[src/rtl/wishbone_intercon.sv]
// wishbone_intercon: shared-bus Wishbone interconnect, one master to NSLAVES slaves.
// The slave index comes from the top SELW address bits. Address, write data and write
// enable are registered and shared by all slaves. Only the selected slave gets a strobe.
// That slave's ack and read data are routed back to the master.
// The master gets a bus error for an unmapped index. It also gets a bus error if the
// selected slave does not ack within TIMEOUT cycles.
// Optional feature macro: WB_INTERCON_ERRCNT_EN adds err_count[7:0]. This is a
// saturating count of bus-error pulses.
//
// Handshake: a request is accepted in IDLE when m_cyc & m_stb are both high. The
// selected slave's s_cyc/s_stb stay high until that slave's s_ack is sampled, the
// timeout expires, or the master drops m_cyc or m_stb. Each transfer ends with exactly
// one single-cycle m_ack or m_err pulse, except on a master abort, which ends with
// neither. A new transfer needs m_stb to go low first.
module wishbone_intercon #(
    parameter int NSLAVES = 3,
    parameter int AW      = 16,
    parameter int DW      = 8,
    parameter int SELW    = 4,
    parameter int TIMEOUT = 15
) (
    input  logic                  clk,
    input  logic                  reset,
    input  logic [AW-1:0]         m_adr,
    input  logic [DW-1:0]         m_dat_w,
    input  logic                  m_we,
    input  logic                  m_stb,
    input  logic                  m_cyc,
    output logic [DW-1:0]         m_dat_r,
    output logic                  m_ack,
    output logic                  m_err,
    output logic [AW-1:0]         s_adr,
    output logic [DW-1:0]         s_dat_w,
    output logic                  s_we,
    output logic [NSLAVES-1:0]    s_cyc,
    output logic [NSLAVES-1:0]    s_stb,
    input  logic [NSLAVES*DW-1:0] s_dat_r,
    input  logic [NSLAVES-1:0]    s_ack,
    output logic [1:0]            dbg_state
`ifdef WB_INTERCON_ERRCNT_EN
    ,
    output logic [7:0]            err_count
`endif
);

    localparam int CW = $clog2(TIMEOUT + 1);

    typedef enum logic [1:0] {
        ST_IDLE    = 2'd0,
        ST_ACCESS  = 2'd1,
        ST_RELEASE = 2'd2
    } state_t;

    state_t              state_q, state_d;
    logic [SELW-1:0]     idx_q, idx_d;
    logic [AW-1:0]       adr_q, adr_d;
    logic [DW-1:0]       dat_w_q, dat_w_d;
    logic                we_q, we_d;
    logic [NSLAVES-1:0]  stb_q, stb_d;
    logic                ack_q, ack_d;
    logic                err_q, err_d;
    logic [DW-1:0]       dat_r_q, dat_r_d;
    logic [CW-1:0]       cnt_q, cnt_d;

    logic [SELW-1:0]     req_idx;
    logic                req_mapped;
    logic [NSLAVES-1:0]  req_onehot;
    logic                sel_ack;
    logic [DW-1:0]       sel_dat;

    assign req_idx    = m_adr[AW-1 -: SELW];
    assign req_mapped = 32'(req_idx) < NSLAVES;

    // Decode the incoming index to a one-hot strobe, and mux the latched slave's ack/data.
    always_comb begin
        req_onehot = '0;
        sel_ack    = 1'b0;
        sel_dat    = '0;
        for (int i = 0; i < NSLAVES; i++) begin
            if (req_idx == SELW'(i)) begin
                req_onehot[i] = 1'b1;
            end
            if (idx_q == SELW'(i)) begin
                sel_ack = s_ack[i];
                sel_dat = s_dat_r[i*DW +: DW];
            end
        end
    end

    // Next-state logic. A master abort takes priority over a same-cycle ack.
    // An ack on the last counter cycle takes priority over the timeout.
    always_comb begin
        state_d = state_q;
        idx_d   = idx_q;
        adr_d   = adr_q;
        dat_w_d = dat_w_q;
        we_d    = we_q;
        stb_d   = stb_q;
        ack_d   = 1'b0;
        err_d   = 1'b0;
        dat_r_d = dat_r_q;
        cnt_d   = cnt_q;
        unique case (state_q)
            ST_IDLE: begin
                if (m_cyc && m_stb) begin
                    idx_d   = req_idx;
                    adr_d   = m_adr;
                    dat_w_d = m_dat_w;
                    we_d    = m_we;
                    cnt_d   = '0;
                    if (req_mapped) begin
                        stb_d   = req_onehot;
                        state_d = ST_ACCESS;
                    end else begin
                        err_d   = 1'b1;
                        state_d = ST_RELEASE;
                    end
                end
            end
            ST_ACCESS: begin
                if (!(m_cyc && m_stb)) begin
                    stb_d   = '0;
                    state_d = ST_IDLE;
                end else if (sel_ack) begin
                    ack_d   = 1'b1;
                    stb_d   = '0;
                    state_d = ST_RELEASE;
                    if (!we_q) begin
                        dat_r_d = sel_dat;
                    end
                end else if (cnt_q == CW'(TIMEOUT - 1)) begin
                    err_d   = 1'b1;
                    stb_d   = '0;
                    state_d = ST_RELEASE;
                end else begin
                    cnt_d = cnt_q + CW'(1);
                end
            end
            ST_RELEASE: begin
                if (!m_stb) begin
                    state_d = ST_IDLE;
                end
            end
            default: begin
                stb_d   = '0;
                state_d = ST_IDLE;
            end
        endcase
    end

    // State and datapath registers with synchronous active-low reset.
    always_ff @(posedge clk) begin
        if (!reset) begin
            state_q <= ST_IDLE;
            idx_q   <= '0;
            adr_q   <= '0;
            dat_w_q <= '0;
            we_q    <= 1'b0;
            stb_q   <= '0;
            ack_q   <= 1'b0;
            err_q   <= 1'b0;
            dat_r_q <= '0;
            cnt_q   <= '0;
        end else begin
            state_q <= state_d;
            idx_q   <= idx_d;
            adr_q   <= adr_d;
            dat_w_q <= dat_w_d;
            we_q    <= we_d;
            stb_q   <= stb_d;
            ack_q   <= ack_d;
            err_q   <= err_d;
            dat_r_q <= dat_r_d;
            cnt_q   <= cnt_d;
        end
    end

`ifdef WB_INTERCON_ERRCNT_EN
    logic [7:0] err_count_q;

    // Count bus-error pulses. The count saturates at 255 and only reset clears it.
    always_ff @(posedge clk) begin
        if (!reset) begin
            err_count_q <= '0;
        end else if (err_d && (err_count_q != 8'hFF)) begin
            err_count_q <= err_count_q + 8'd1;
        end
    end

    assign err_count = err_count_q;
`endif

    assign m_dat_r   = dat_r_q;
    assign m_ack     = ack_q;
    assign m_err     = err_q;
    assign s_adr     = adr_q;
    assign s_dat_w   = dat_w_q;
    assign s_we      = we_q;
    assign s_cyc     = stb_q;
    assign s_stb     = stb_q;
    assign dbg_state = state_q;

endmodule

[config.mk]
export PLATFORM = sky130hd
export DESIGN_NAME = wishbone_intercon
export DESIGN_NICKNAME = d
export VERILOG_FILES = /design/src/rtl/wishbone_intercon.sv
export SDC_FILE = /design/constraint.sdc
export NUM_CORES = 1
export LEC_CHECK = 0
export ABC_CLOCK_PERIOD_IN_PS = 3900
export CAP_MARGIN = 20
export CORE_ASPECT_RATIO = 1.5
export CORE_MARGIN = 3
export CORE_UTILIZATION = 45
export CTS_BUF_LIST = sky130_fd_sc_hd__clkbuf_8
export DETAILED_ROUTE_END_ITERATION = 10
export PLACE_DENSITY = 0.87
export SLEW_MARGIN = 15
export SYNTH_ARGS = -nofsm -noshare
export SYNTH_HDL_FRONTEND = slang
export SYNTH_SLANG_ARGS = --single-unit
[constraint.sdc]
create_clock -name clk -period 3.9 [get_ports clk]
set_input_delay 0.975 -clock clk [delete_from_list [all_inputs] [get_ports clk]]
set_output_delay 0.975 -clock clk [all_outputs]
set_load 0.005 [all_outputs]
==> reports/metrics.csv <==
metric,value,unit
pwr-share-seq,52.3,%
status,"complete, no violations",
maxSlewViolCount,0,
yosys.area.top_type_share,42.4,%
grt_max_degree,38,
p_switching,0.223,mW
synthAdderAreaFrac,1.21,%
timing.rr.end,cnt_q[3],
drtPass1Iterations,4,
wl_per_cell,14.3,µm
place_congestion,0.931,
die-area,5480,µm²
netlist_instances,256,
io_pins,99,
setup_viol,0,
cts_buffers,5,
drtAntennaViolNets,0,
synth_mux_area_share,10.1,%
layout_commonest_cell,clkdlybuf4s50_1,
yosys_warnings,0,
rows,29,
port_buffers,98,
synth_top_family_by_area,simple AND/OR/NAND/NOR gates,
fin_util,72.3,%
die_w,61.5,µm
whs,460,ps
overflow,0,
initial_core_util,47.7,%
dpl.hpwl,4310,µm
switching_share,24.4,%
p_comb_share,19.7,%
cp.arrival,2850,ps
synth_compound_area_share,17.5,%
grt_first_pass_wirelength,8850,µm
root_buffer,clkbuf_8,
ir_drop,0.000200,V
r2r_start,cnt_q[0],
startpoint,m_stb,
synth_nets,314,
p_leak,1.19,nW
start_kind,input pin,
post_cts_buffers,0,
maxSlewHeadroom,64.0,%
reg2reg_depth,7,
synthToLayoutAreaGrowth,51.6,%
p_per_area,291,nW/µm²
max_freq,378,MHz
nFillCells,336,
drtIter0Drc,154,
final-hold-violation-count,0,
regArea,881,µm²
drc,0,
power_frac_clock,28.0,%
finish.instance_area,3150,µm²
nets,406,
synth_area_leader_cell,dfxtp_1,
finClkSkew,5.27,ps
synthTopCellsByArea,"dfxtp_1 42%, nand2_1 15%, mux2i_1 10%",
die_h,89.2,µm
yosys.area_share.simple,24.1,%
min_period,2640,ps
avgSynthCellArea,8.11,µm²
cts_tree,done,
postCtsHoldBufs,0,
min_path_type,reg2reg,
yosysSeqAreaShare,42.4,%
synth_area,2080,µm²
worst_pin_slew,538,ps
path_max_fanout,6,
intPower,0.693,mW
critPathCapture,cnt_q[3],
routed_via_density,5.24,
placed_cell_area,3070,µm²
synth_seq_cells,44,
required,4110,ps
crit_type,in2reg,
grt_usage,21.5,%
tns,0,ps
fin_crit_sh,67.8,%
rrSetupSlack,1810,ps
finalWirelength,5640,µm
htree_levels,2,
coreArea,4350,µm²
drive_gt1_share,3.74,%
num_antenna_cells,0,
clock_latency,280,ps
clk_transition_reported_paths,80,ps
cts_resized,0,
layout_common_cells,"98 x clkdlybuf4s50_1, 84 x nand2_1, 44 x dfxtp_1, 26 x a21boi_0, 21 x mux2i_1",
antenna_found_initial,0,
synth_cell_type_count,34,
via_count,2066,
rsz0062_at_grt,false,
cts_buffer_depth,2,
multiInputGateArea,1100,µm²
cts_sinks,44,
drv_cap,0,
worst_setup_path_end_kind,register,
grt_pass1_vias,1958,
yosys.area_share.xor_xnor,0,%
-- synth_stat cells --
cell type,number
buf_2,1
o211a_1,1
inv_1,2
nand2b_1,2
buf_6,1
nand3_1,5
nor2b_1,3
a211oi_2,1
nor2_1,9
dfxtp_1,44
and3_1,3
or3_1,1
a211oi_1,2
a31oi_1,1
o21ai_0,13
a21oi_1,2
a21boi_1,1
a21boi_0,26
nand3b_1,1
ha_1,2
nand2_1,84
nor3b_1,1
or4_1,2
nor3_1,3
clkbuf_1,12
and2_1,1
a31o_1,1
o211ai_1,1
mux2i_1,21
a211o_1,3
and4b_1,1
buf_1,1
and3b_1,1
buf_4,3
-- flip-flops by register name, summed over array words and instances, names as in the netlist --
| signal | flops |
|---|---|
| cnt_q | 4 |
| s_cyc | 3 |
| m_err | 1 |
| m_ack | 1 |
| m_dat_r | 8 |
| idx_q | 4 |
| s_we | 1 |
| s_dat_w | 8 |
| dbg_state | 2 |
| s_adr | 12 |
-- cell families after synthesis --
family,after synthesis
AO/OA/AOI/OAI,52
multiplexers,21
flip-flops,44
adder cells (fa/ha/maj),2
AND/OR/NAND/NOR,117
buffers and inverters,20
-- area by class of cell --
type,count,area share (%)
Clock buffer,5,2.19
Clock inverter,2,0.278
Inverter,2,0.239
Tap cell,46,1.83
Timing Repair Buffer,103,32.4
Multi-Input combinational cell,192,35.1
Sequential cell,44,28.0
-- per-stage QoR --
step | power [mW] | cells | setup WS [ps]
5_1_grt | 0.966 | 394 | 1100
3_3_place_gp | 0.667 | 387 | 1070
4_1_cts | 0.924 | 394 | 1280
6_report | 0.916 | 394 | 1260
2_1_floorplan | 0.561 | 256 | 1670
3_5_place_dp | 0.670 | 387 | 991
-- metal layers --
layer	GRT usage, %	up-vias	part of all wire [%]
met1	23.1	955	37
li1	-	1041	-
met3	4.62	6	5.3
met4	7.34	0	1.0
met5	0	-	0
met2	40.1	64	56
-- how the worst min path moves through the flow --
stage	startpoint	end	slack, ps	cells past startpoint
after floorplan	m_dat_r[0]	m_dat_r[0]	450	2
after global placement	m_dat_r[2]	m_dat_r[2]	440	2
after detailed placement	m_dat_r[7]	m_dat_r[7]	450	2
after CTS	m_dat_r[7]	m_dat_r[7]	460	2
after global routing	s_dat_w[5]	s_dat_w[5]	490	2
final	m_dat_r[7]	m_dat_r[7]	460	2
-- power by group through the flow --
stage / clock network, mW / logic (mW) / registers, mW
2_1_floorplan: 0 / 0.0756 / 0.486
3_3_place_gp: 0 / 0.178 / 0.488
3_5_place_dp: 0 / 0.181 / 0.489
4_1_cts: 0.264 / 0.182 / 0.478
5_1_grt: 0.287 / 0.199 / 0.481
6_report: 0.257 / 0.181 / 0.479
-- critical path: stages --
cell	delay, ps
clkdlybuf4s50_1	510
nand2_1	180
a211o_1	310
a31o_1	210
or4_1	520
a21boi_1	150
Note: power is estimated with default switching activity, not from simulation.
==> patch: new RTL, same flow settings <==
The option `WB_INTERCON_ERRCNT_EN` is turned on by a define.
--- a/src/rtl/wishbone_intercon.sv
+++ b/src/rtl/wishbone_intercon.sv
@@ -13,4 +13,6 @@
 // one single-cycle m_ack or m_err pulse, except on a master abort, which ends with
 // neither. A new transfer needs m_stb to go low first.
+`define WB_INTERCON_ERRCNT_EN
+
 module wishbone_intercon #(
     parameter int NSLAVES = 3,
Check against the original RTL (old outputs only; new: err_count): equivalent (Yosys induction, for registers that start in step).
==> patch against the original RTL <==
Via count increased by 16%. Design area increased by 12%. Sequential cell count increased by 8. Synthesized area increased by 12%. Total power increased by 19%. Critical path depth decreased by 5. Cell count increased by 15%. Clock skew increased by 0.0020 ns. Wire length increased by 16%. Worst setup slack got worse by 0.049 ns. Global-route usage increased by 0.39 points. Largest cell class unchanged.
==> patch: results (changes against the original RTL) <==
Total routing usage reported by global routing -> 21.9% (was 21.5%)
CP max FO -> 14 (was 6)
Final hold slack -> 0.457 ns (was 0.460 ns)
Worst IR Drop VDD -> 0.251 mV (was 0.200 mV)
Syn Nets -> 346 (was 314)
Global-route wire length before repair -> 10600 um (was 8850 um)
Length in cells of the worst reg-to-reg path -> 5 (was 7)
Startpoint of the lowest-slack register-to-register path -> idx_q[0] (was cnt_q[0])
Slew at the pin with the worst max-slew slack -> 0.789 ns (was 0.538 ns)
Post-DR vias/cell -> 5.32 (was 5.24)
HPWL reported at the end of detailed placement -> 4890 um (was 4310 um)
Source of the worst hold timing path -> s_adr[2] (was m_dat_r[7])
Sequential cell area fraction in the yosys report -> 44.7% (was 42.4%)
Final nets -> 444 (was 406)
Layout cells sized above 1 -> 5.18% (was 3.74%)
Post-synthesis register bit count -> 52 (was 44)
Largest incremental delay on the critical path -> 0.77 ns (was 0.52 ns)
Gate family responsible for the most delay along the worst path -> flip-flops (was simple AND/OR/NAND/NOR gates)
Worst endpoint data arrival time -> 1.72 ns (was 2.85 ns)
Via count of the first global-routing pass -> 2354 (was 1958)
Result of the run -> complete, no violations (unchanged)
Register-to-Register Setup Slack -> 1.58 ns (was 1.81 ns)
Pleak -> 0.00120 uW (was 0.00119 uW)
Cell internal pwr -> 832 uW (was 693 uW)
Average wire per standard cell -> 14.5 um (was 14.3 um)
Number of flip-flops under the largest register name -> 13 (was 12)
Commonest cells in the synthesized netlist -> nand2_1 (81), dfxtp_1 (52), a21oi_1 (30) (was nand2_1 (84), dfxtp_1 (44), a21boi_0 (26))
Post-place instance area -> 3410 um^2 (was 3070 um^2)
Iteration count of the initial detailed-routing pass -> 5 (was 4)
Crit path max-delay cell type -> dfxtp_1 (was or4_1)
DR iter-0 viols -> 129 (was 154)
Number of library cell types mapped by synthesis -> 44 (was 34)
Worst skew pair latency -> 0.31 ns (was 0.28 ns)
-- patch: cell families after synthesis --
| group | share of synthesized area, % |
|---|---|
| flops | 44.7 |
| simple gates | 26.2 |
| buf+inv | 4.72 |
| compound gates | 17.2 |
| mux | 5.21 |
| xor+xnor | 0.376 |
| fa+ha+maj | 1.61 |
-- patch: routing by layer --
metal / global-route usage (%) / up-vias / wire length, um
met5: 0 / - / 0
met4: 9.35 / 0 / 191
met3: 6.59 / 17 / 422
met2: 41.3 / 80 / 3590
met1: 21.4 / 1126 / 2350
li1: - / 1183 / -
-- patch: how the worst max path moves through the flow --
| stage | from | end | depth (start not counted) |
|---|---|---|---|
| after floorplan | s_ack[2] | err_count[6] | 5 |
| after global placement | m_stb | err_count[6] | 6 |
| after detailed placement | m_stb | err_count[6] | 6 |
| after CTS | idx_q[0] | s_adr[12] | 1 |
| after global routing | m_cyc | err_count[6] | 6 |
| final | idx_q[0] | s_adr[12] | 1 |
-- patch: final cells by class --
class                   count  area, um^2
fillers                   421        1400
multi-input cells         211        1180
repair buffers            110        1090
flip-flops and latches     52        1040
well taps                  66        82.6
clock buffers               5        68.8
clock inverters             3        42.5
inverters                   5        18.8
-- patch: power by group through the flow --
stage,clock network [uW],logic [uW],registers [uW]
final,372,163,559
after global routing,397,178,561
after CTS,376,164,558
after detailed placement,0,163,571
after global placement,0,160,570
after floorplan,0,62.2,568
-- patch: per-stage QoR --
stage          total power, uW  worst slack, ns  instances
6_report                  1090             1.21        452
5_1_grt                   1140             1.16        452
4_1_cts                   1100             1.22        452
3_5_place_dp               734            0.967        444
3_3_place_gp               730             1.03        444
2_1_floorplan              630             1.66        287
